### src/rtl/airi5c_divider.sv
`default_nettype none
// ============================================================================
//  Module      : airi5c_divider
//  Description : Iterative radix-2 restoring divider for RV32M
//                DIV/DIVU/REM/REMU. One quotient bit per cycle, with
//                valid/ready request and response handshakes and an abort
//                input for pipeline flushes.
//  Revision    : 1.0 - initial release
// ============================================================================
module airi5c_divider #(
  parameter int XPR_LEN = 32
) (
  input  logic               clk_i,
  input  logic               rst_ni,
  input  logic               req_valid_i,
  output logic               req_ready_o,
  input  logic [1:0]         op_i,
  input  logic [XPR_LEN-1:0] dividend_i,
  input  logic [XPR_LEN-1:0] divisor_i,
  input  logic               kill_i,
  output logic               resp_valid_o,
  input  logic               resp_ready_i,
  output logic [XPR_LEN-1:0] resp_data_o
);

  localparam int CNT_W = $clog2(XPR_LEN) + 1;

  typedef enum logic [1:0] {
    S_IDLE = 2'd0,
    S_CALC = 2'd1,
    S_FIX  = 2'd2,
    S_DONE = 2'd3
  } state_t;

  state_t             r_state;
  state_t             w_state_nxt;
  logic               r_signed;
  logic               r_q_neg;
  logic               r_r_neg;
  logic               r_sel_rem;
  logic [CNT_W-1:0]   r_cnt;
  logic [XPR_LEN-1:0] r_quo;
  logic [XPR_LEN-1:0] r_rem;
  logic [XPR_LEN-1:0] r_dsr;
  logic [XPR_LEN-1:0] r_resp_data;

  logic               w_accept;
  logic               w_signed;
  logic               w_a_neg;
  logic               w_b_neg;
  logic [XPR_LEN-1:0] w_a_mag;
  logic [XPR_LEN-1:0] w_b_mag;
  logic               w_div_zero;
  logic               w_ovf;
  logic [XPR_LEN:0]   w_trial;
  logic [XPR_LEN:0]   w_diff;
  logic               w_ge;
  logic [XPR_LEN-1:0] w_quo_fix;
  logic [XPR_LEN-1:0] w_rem_fix;

  // Operand decode at the accepting cycle; magnitudes only for signed ops.
  assign w_accept   = (r_state == S_IDLE) && req_valid_i && !kill_i;
  assign w_signed   = !op_i[0];
  assign w_a_neg    = w_signed && dividend_i[XPR_LEN-1];
  assign w_b_neg    = w_signed && divisor_i[XPR_LEN-1];
  assign w_a_mag    = w_a_neg ? (~dividend_i + 1'b1) : dividend_i;
  assign w_b_mag    = w_b_neg ? (~divisor_i + 1'b1) : divisor_i;
  assign w_div_zero = (divisor_i == '0);
  // Most-negative / -1 overflows in two's complement; the result is fixed.
  assign w_ovf      = w_signed && (dividend_i == {1'b1, {(XPR_LEN-1){1'b0}}}) && (&divisor_i);

  // Restoring step: shift {rem,quo} left, trial-subtract with one extra bit.
  assign w_trial    = {r_rem, r_quo[XPR_LEN-1]};
  assign w_diff     = w_trial - {1'b0, r_dsr};
  assign w_ge       = (w_trial >= {1'b0, r_dsr});

  // Sign correction applied once the magnitude result is complete.
  assign w_quo_fix  = (r_signed && r_q_neg) ? (~r_quo + 1'b1) : r_quo;
  assign w_rem_fix  = (r_signed && r_r_neg) ? (~r_rem + 1'b1) : r_rem;

  assign resp_data_o = r_resp_data;

  // State register.
  always_ff @(posedge clk_i or negedge rst_ni) begin
    if (!rst_ni) begin
      r_state <= S_IDLE;
    end else begin
      r_state <= w_state_nxt;
    end
  end

  // Next-state and handshake outputs; kill overrides every transition.
  always_comb begin
    w_state_nxt  = r_state;
    req_ready_o  = 1'b0;
    resp_valid_o = 1'b0;
    case (r_state)
      S_IDLE: begin
        req_ready_o = 1'b1;
        if (w_accept) begin
          w_state_nxt = (w_div_zero || w_ovf) ? S_DONE : S_CALC;
        end
      end
      S_CALC: begin
        if (r_cnt == CNT_W'(1)) begin
          w_state_nxt = S_FIX;
        end
      end
      S_FIX: begin
        w_state_nxt = S_DONE;
      end
      S_DONE: begin
        resp_valid_o = 1'b1;
        if (resp_ready_i) begin
          w_state_nxt = S_IDLE;
        end
      end
      default: w_state_nxt = S_IDLE;
    endcase
    if (kill_i) begin
      w_state_nxt = S_IDLE;
    end
  end

  // Datapath: operand capture, iteration, sign fix and result register.
  always_ff @(posedge clk_i or negedge rst_ni) begin
    if (!rst_ni) begin
      r_signed    <= 1'b0;
      r_q_neg     <= 1'b0;
      r_r_neg     <= 1'b0;
      r_sel_rem   <= 1'b0;
      r_cnt       <= '0;
      r_quo       <= '0;
      r_rem       <= '0;
      r_dsr       <= '0;
      r_resp_data <= '0;
    end else begin
      if (w_accept) begin
        r_signed  <= w_signed;
        r_q_neg   <= w_a_neg ^ w_b_neg;
        r_r_neg   <= w_a_neg;
        r_sel_rem <= op_i[1];
        r_cnt     <= CNT_W'(XPR_LEN);
        r_quo     <= w_a_mag;
        r_rem     <= '0;
        r_dsr     <= w_b_mag;
        if (w_div_zero) begin
          r_resp_data <= op_i[1] ? dividend_i : '1;
        end else if (w_ovf) begin
          r_resp_data <= op_i[1] ? '0 : {1'b1, {(XPR_LEN-1){1'b0}}};
        end
      end else if (r_state == S_CALC) begin
        r_cnt <= r_cnt - 1'b1;
        if (w_ge) begin
          r_rem <= w_diff[XPR_LEN-1:0];
          r_quo <= {r_quo[XPR_LEN-2:0], 1'b1};
        end else begin
          r_rem <= w_trial[XPR_LEN-1:0];
          r_quo <= {r_quo[XPR_LEN-2:0], 1'b0};
        end
      end else if ((r_state == S_FIX) && !kill_i) begin
        r_resp_data <= r_sel_rem ? w_rem_fix : w_quo_fix;
      end
    end
  end

endmodule
`default_nettype wire

### config.mk
export PLATFORM = sky130hd
export DESIGN_NAME = airi5c_divider
export DESIGN_NICKNAME = d
export VERILOG_FILES = /design/src/rtl/airi5c_divider.sv
export SDC_FILE = /design/constraint.sdc
export NUM_CORES = 1
export LEC_CHECK = 0
export BUFFER_PORTS_ARGS = -buffer_cell sky130_fd_sc_hd__buf_2
export CAP_MARGIN = 20
export CORE_MARGIN = 1
export CORE_UTILIZATION = 35
export CTS_CLUSTER_DIAMETER = 100
export DETAILED_ROUTE_END_ITERATION = 7
export GPL_TIMING_DRIVEN = 0
export PLACE_DENSITY = 0.52
export RECOVER_POWER = 50
export SLEW_MARGIN = 30
export SYNTH_ARGS = -nofsm -noshare
export SYNTH_HDL_FRONTEND = slang
export SYNTH_SLANG_ARGS = --single-unit
### constraint.sdc
create_clock -name clk_i -period 4.3 [get_ports clk_i]
set_clock_uncertainty 0.05 [all_clocks]
set_input_delay 1.29 -clock clk_i [delete_from_list [all_inputs] [get_ports clk_i]]
set_output_delay 1.29 -clock clk_i [all_outputs]
set_load 0.02 [all_outputs]
==> flow_summary.yaml, run 1 <==
route:
  vias: 10500
  routed_via_density: 5.46
  wire_per_inst_um: 19.7
  wl_mm: 37.8
  antenna_left: 0
  drc: 12
  first_iter_violations: 661
  first_pass_iters: 7
yosys:
  synth_edf_count: 0
  synth_warnings: 0
  async_flop_share_pct: 100
  synthesis.area_um2: 11000
  ys.flop_type: "dfrtp_1"
  synth_cell_type_count: 68
  ys_seq_elements: 140
  avgSynthCellArea_um2: 7.96
  synthCells: 1380
  syn_nets: 1495
  yosysSeqAreaShare_pct: 31.9
power:
  power_switching_w: 0.00557
  p_per_area_nw_per_um2: 871
  sw_frac_of_total_pct: 50.5
  power_w: 0.0110
  leakage_nw: 5.28
  p_clk_share_pct: 13.9
  internal_power_w: 0.00546
  vdd_drop_max_mv: 0.334
  pwr-share-seq_pct: 24.5
  comb_power_share_pct: 61.6
run_status:
  violations: "design-rule violations, max-capacitance violations, max-slew violations"
  status: "finished with violations"
worst_setup_path:
  crit_arrival_ns: 4.49
  rr_worst_depth: 11
  critPathMaxFanout: 10
  worstReg2RegStart: "r_rem[9]$_DFFE_PN0P_"
  cp_data_required_time_ns: 4.61
  r2r-end: "r_rem[5]$_DFFE_PN0P_"
  critPathLaunchType: "input pin"
  worstSetupPathType: "input pin to flip-flop"
  end_kind: "flip-flop"
  reg2reg_slack_ns: 0.37
global_route:
  grt_start_max_net_pins: 62
  antenna_found_initial: 1
  grt_overflow: 0
  grt_pass1_vias: 10300
  grt_first_pass_wirelength_mm: 58.6
  gr-usage-all-layers_pct: 24.2
clock_network:
  cts_max_path_buffers: 2
  postCtsHoldBufs: 0
  clkLatencyLatePin_ns: 0.44
  tritoncts: "done"
  cts_max_level: 4
  cts_buffers: 17
  cts-root-buf: "clkbuf_16"
  cts.clk_slew.worst_paths_ns: 0.07
  clock-sinks: 140
die:
  die_h_um: 179
  die_w_um: 179
  core-area_um2: 30700
  dieArea_um2: 32100
  initial_core_util_pct: 35.7
  rows: 64
  pin_count: 105
finish:
  area_growth_pct: 15.2
  antenna_cells: 0
  nets: 1622
  finalInstanceArea_um2: 12600
  drive_gt1_share_pct: 9.67
place:
  hpwl_mm: 29.5
  place_congestion: 0.908
  port-buffer-count: 104
  place_area_um2: 12100
timing:
  worstMarginPinSlew_ns: 2.38
  hold_viol: 0
  finalCriticalPeriod_ns: 4.18
  final.period_utilization_pct: 97.3
  relSlewSlack_pct: -58.4
  finalMaxSlewViolations: 39
  setup_violations: 0
  grt_setup_unrepaired: "no"
  fmax_mhz: 239
worst_hold_path:
  hold_depth: 2
  hold_path_end: "resp_data_o[12]$_DFFE_PN0P_"
  hp-class: "flip-flop to flip-flop"
  min_from: "resp_data_o[12]$_DFFE_PN0P_"
job:
  cap_violations: 1
==> how the worst max path moves through the flow <==
stage	cells past startpoint	end	from
5_1_grt	11	resp_data_o[3]$_DFFE_PN0P_	dividend_i[10]
2_1_floorplan	12	resp_data_o[3]$_DFFE_PN0P_	dividend_i[10]
3_3_place_gp	10	resp_data_o[28]$_DFFE_PN0P_	divisor_i[3]
6_report	11	resp_data_o[4]$_DFFE_PN0P_	dividend_i[10]
4_1_cts	11	resp_data_o[14]$_DFFE_PN0P_	dividend_i[10]
3_5_place_dp	10	resp_data_o[28]$_DFFE_PN0P_	divisor_i[3]
==> layer usage <==
layer	global-route usage, %	wire length, µm	share of wire, %	vias to the layer above
li1	-	-	-	5176
met1	31.6	17000	45	4941
met2	40.4	17900	47	289
met3	3.24	1760	4.7	55
met4	9.35	1080	2.9	0
met5	0	0	0	-
==> metrics by stage <==
stage                     utilization, %  hold slack, ns  std cells  TNS, ns  worst slack, ns
after floorplan                        -           0.400       1380        0            0.426
after global placement              39.0           0.399       1880   -64.16           -0.999
after detailed placement            39.2           0.402       1882   -22.64           -0.951
after CTS                           41.2           0.418       1916        0           0.0720
after global routing                41.1           0.442       1916        0           0.0151
final                               41.1           0.416       1916        0            0.118
==> worst max-delay path, cell delays in order <==
cell,delay (ns)
buf_2,0.14
or4_1,0.56
or3_1,0.41
or2_1,0.25
clkbuf_1,0.20
nor3_2,0.31
a31o_1,0.32
a31oi_1,0.12
or3_4,0.34
clkbuf_1,0.32
o21ai_1,0.23
==> synthesized netlist by cell type (3+ instances only) <==
library cell | count | area share (%)
nand3b_1 | 5 | 0.34
or4_1 | 6 | 0.41
a311oi_1 | 14 | 1.1
ha_1 | 43 | 4.9
o21a_1 | 4 | 0.27
o22ai_1 | 10 | 0.57
nand2b_1 | 24 | 1.4
nand2_1 | 185 | 6.3
nand3_1 | 12 | 0.55
nand4_1 | 14 | 0.80
o21bai_1 | 4 | 0.27
or3_1 | 14 | 0.80
nor2b_1 | 9 | 0.51
o21ai_0 | 140 | 6.4
dfrtp_1 | 140 | 32
o211ai_1 | 5 | 0.34
a21o_1 | 5 | 0.34
buf_6 | 4 | 0.41
a31oi_1 | 27 | 1.5
or2_2 | 3 | 0.17
inv_1 | 67 | 2.3
mux2i_1 | 47 | 4.3
and3_1 | 7 | 0.40
xor2_1 | 60 | 4.8
buf_1 | 13 | 0.44
clkbuf_1 | 50 | 1.7
xnor2_1 | 85 | 6.8
o21ai_1 | 22 | 1.0
o31ai_1 | 24 | 1.6
a21oi_1 | 90 | 4.1
nor4_1 | 17 | 0.97
nor3_1 | 28 | 1.3
nor2_1 | 113 | 3.9
and2_1 | 5 | 0.28
a211oi_1 | 19 | 1.3
o41ai_1 | 10 | 0.80
nor3b_1 | 3 | 0.21
o221ai_1 | 12 | 0.96
==> power groups by stage <==
stage	logic [W]	clock network [W]	registers [W]
CTS	0.00677	0.00156	0.00269
finish	0.00679	0.00154	0.00270
detailed placement	0.00674	0	0.00271
global placement	0.00670	0	0.00269
floorplan	0.00483	0	0.00263
global route	0.00755	0.00161	0.00281
==> repair_timing <==
item,4_1_cts,5_1_grt
pin swaps,1,0
cloned,0,0
buffers inserted,2,0
endpoints found under the setup margin,32,35
gates resized for setup,1,6
==> cell usage in the layout, fill, tap and decap left out, types with 12 or more instances in the layout <==
master / n
nand2_1: 185
o21ai_0: 140
dfrtp_1: 140
nor2_1: 113
a21oi_1: 90
buf_2: 88
xnor2_1: 85
clkbuf_1: 68
inv_1: 67
xor2_1: 60
mux2i_1: 47
ha_1: 43
nor3_1: 27
a31oi_1: 27
nand2b_1: 24
o31ai_1: 23
o21ai_1: 22
a211oi_1: 19
clkbuf_16: 17
nor4_1: 16
or3_1: 14
nand4_1: 14
a311oi_1: 14
buf_1: 13
nand3_1: 12
o221ai_1: 12
==> flip-flops by register name (all words and copies together) (netlist names) <==
register,cells
r_quo,32
r_signed,1
r_cnt,6
r_r_neg,1
r_sel_rem,1
resp_data_o,32
r_q_neg,1
r_rem,32
r_dsr,32
r_state,2
==> layout make-up <==
type                    instances  area (µm²)
multi-input cells            1104        6960
clock inverters                12         139
repair buffers                108         548
flip-flops and latches        140        3500
clock buffers                  20         457
fillers                      3283       18100
inverters                      67         251
well taps                     396         495
plain buffers                  69         293
==> cell families (layout without fill, tap and decap cells) <==
kind of cell | Yosys count | after routing | share of synthesized area (%)
and+or+nand+nor | 459 | 459 | 19.7
muxes | 49 | 49 | 4.49
adders and majority gates | 44 | 44 | 5.08
buffers and inverters | 136 | 276 | 4.95
AOI/OAI and AO/OA | 407 | 407 | 22.3
xor gates and xnor gates | 145 | 145 | 11.6
DFF | 140 | 140 | 31.9
Power figures use the tool's default switching activity.
==> inputs of run 2 (changes only) <==
--- a/config.mk
+++ b/config.mk
@@ -5,7 +5,7 @@
 export SDC_FILE = /design/constraint.sdc
 export NUM_CORES = 1
 export LEC_CHECK = 0
-export BUFFER_PORTS_ARGS = -buffer_cell sky130_fd_sc_hd__buf_2
+export BUFFER_PORTS_ARGS = -buffer_cell sky130_fd_sc_hd__clkbuf_2
 export CAP_MARGIN = 20
 export CORE_MARGIN = 1
 export CORE_UTILIZATION = 35
==> run 2 against run 1 <==
Net effect:
- the run still ends with design-rule violations, max-capacitance violations, max-slew violations left
- critical path depth grew 1
- hold slack gained 0.0021 ns
- combinational power is essentially flat
- die area is the same
- critical path type unchanged
- critical endpoint is now resp_data_o[14]$_DFFE_PN0P_
- largest power group unchanged
==> flow_summary.yaml, run 2 (synthesis gave the netlist of run 1 again) <==
worst_setup_path:
  worstSetupPathType: "input pin to flip-flop"
  critPathTopFamily: "simple AND/OR/NAND/NOR gates"
  end_kind: "flip-flop"
  crit_top_cell: "buf_4"
  critPathLaunchType: "input pin"
  crit_arrival_ns: 4.49
  cp_data_required_time_ns: 4.60
  cp_cell_sequence: "clkbuf_2 -> or4_4 -> nor4_4 -> nand4_2 -> nor4b_4 -> buf_4 -> buf_4 -> a31o_1 -> a31oi_1 -> or3_4 -> clkbuf_1 -> o21ai_1"
  critPathMaxStageDelay_ns: 0.58
  cpMaxStageDelayCell: "or4_4"
  critPathMaxFanout: 10
  cp_num_buf_inv: 4
die:
  initial_core_util_pct: 35.7
  core-area_um2: 30700
  die_w_um: 179
  pin_count: 105
  die_h_um: 179
  dieArea_um2: 32100
  rows: 64
finish:
  antenna_cells: 0
  nets: 1622
  layout_commonest_cell: "nand2_1"
  fin_util_pct: 41.5
  area_growth_pct: 16.2
  drive_gt1_share_pct: 9.67
  layout.cells.most_common_list: "nand2_1, o21ai_0, dfrtp_1"
place:
  place_congestion: 0.901
  hpwl_mm: 29.5
  port-buffer-count: 104
global_route:
  grt_start_max_net_pins: 58
  grt_overflow: 0
  grt_pass1_vias: 10400
  antenna_found_initial: 1
  gr-usage-all-layers_pct: 24.5
  grt_first_pass_wirelength_mm: 59.5
worst_hold_path:
  hp-class: "flip-flop to flip-flop"
power:
  vdd_drop_max_mv: 0.356
  p_per_area_nw_per_um2: 884
  leakage_nw: 5.36
clock_network:
  clkLatencyLatePin_ns: 0.43
  cts_max_level: 4
  cts_buffers: 17
  tritoncts: "done"
  cts-root-buf: "clkbuf_16"
  clock-sinks: 140
  cts_max_path_buffers: 2
  cts.clk_slew.worst_paths_ns: 0.07
route:
  first_pass_iters: 8
  first_iter_violations: 796
  vias: 10500
  wl_mm: 37.8
  drc: 12
  wire_per_inst_um: 19.7
  antenna_left: 0
  routed_via_density: 5.47
run_status:
  status: "finished with violations"
  violations: "design-rule violations, max-capacitance violations, max-slew violations"
timing:
  finalMaxSlewViolations: 35
  setup_violations: 0
  hold_viol: 0
  fmax_mhz: 239
  grt_setup_unrepaired: "yes"
  relSlewSlack_pct: -54.8
  finalCriticalPeriod_ns: 4.19
  worstMarginPinSlew_ns: 2.32
  hold_slack_ns: 0.418
  final.period_utilization_pct: 97.4
job:
  cap_violations: 1
-- run 2: cell types whose count changed in the layout (fill, tap and decap cells not counted), sizes merged --
cell / change
bufinv: +4
clkbuf: +84
buf: -85
clkinvlp: -6
clkinv: +2
inv: +1
-- run 2: path summary, 6_finish.rpt --
path / start / cells past startpoint / slack (ns) / endpoint
max: divisor_i[3] / 12 / 0.11 / resp_data_o[14]$_DFFE_PN0P_
min: resp_data_o[12]$_DFFE_PN0P_ / 2 / 0.42 / resp_data_o[12]$_DFFE_PN0P_
max reg2reg: r_rem[9]$_DFFE_PN0P_ / 11 / 0.27 / r_rem[22]$_DFFE_PN0P_
min reg2reg: resp_data_o[12]$_DFFE_PN0P_ / 2 / 0.42 / resp_data_o[12]$_DFFE_PN0P_
max in group asynchronous: rst_ni / 1 / 1.36 / r_rem[27]$_DFFE_PN0P_
min in group asynchronous: rst_ni / 1 / 1.48 / resp_data_o[7]$_DFFE_PN0P_
-- run 2: stage by stage --
| stage | setup TNS (ns) | area (µm²) | instances | setup WS (ns) | total power (W) |
|---|---|---|---|---|---|
| 2_1_floorplan | 0 | 11000 | 1380 | 0.426 | 0.00746 |
| 3_3_place_gp | -120.35 | 12000 | 1880 | -1.01 | 0.00939 |
| 3_5_place_dp | -22.48 | 12100 | 1882 | -0.970 | 0.00946 |
| 4_1_cts | 0 | 12800 | 1916 | 0.0135 | 0.0113 |
| 5_1_grt | -0.000401 | 12800 | 1916 | -0.000401 | 0.0122 |
| 6_report | 0 | 12800 | 1916 | 0.110 | 0.0113 |
-- run 2: worst reg2reg max path, cell delays in order, from the launching register on --
cell and delay, ns:
dfrtp_1 0.45, ha_1 0.30, clkbuf_1 0.24, nand4_1 0.19, or2_0 0.26, a211o_1 0.30
a31oi_1 0.36, a31oi_1 0.42, nor2_4 0.41, clkbuf_1 0.54, nand2_1 0.14, a311oi_1 0.28
-- run 2: final cells by class --
cell class	count	area, µm²
fillers	3245	18000
multi-input cells	1104	6960
flip-flops and latches	140	3500
repair buffers	108	569
well taps	396	495
clock buffers	19	443
plain buffers	69	292
inverters	67	251
clock inverters	13	236
-- run 2: where the power goes --
part	leakage (nW)	total [W]	internal, W	switching [W]
registers	1.76	0.00271	0.00196	0.000754
logic	3.27	0.00681	0.00261	0.00420
clock network	0.329	0.00175	0.00111	0.000643
total	5.36	0.0113	0.00568	0.00560
-- run 2: routing by layer --
metal	share of wire, %	vias up	GRT usage [%]	routed length [µm]
met5	0	-	0	0
met4	2.4	0	8.09	925
met3	4.0	53	2.06	1510
met2	48	293	41.6	18000
met1	46	4961	32.6	17400
li1	-	5172	-	-
-- run 2: repair_timing --
action,CTS,global route
pin swaps,1,0
endpoints found under the setup margin,32,45
hold buffers,0,0
buffers inserted,2,0
resized for setup,0,4
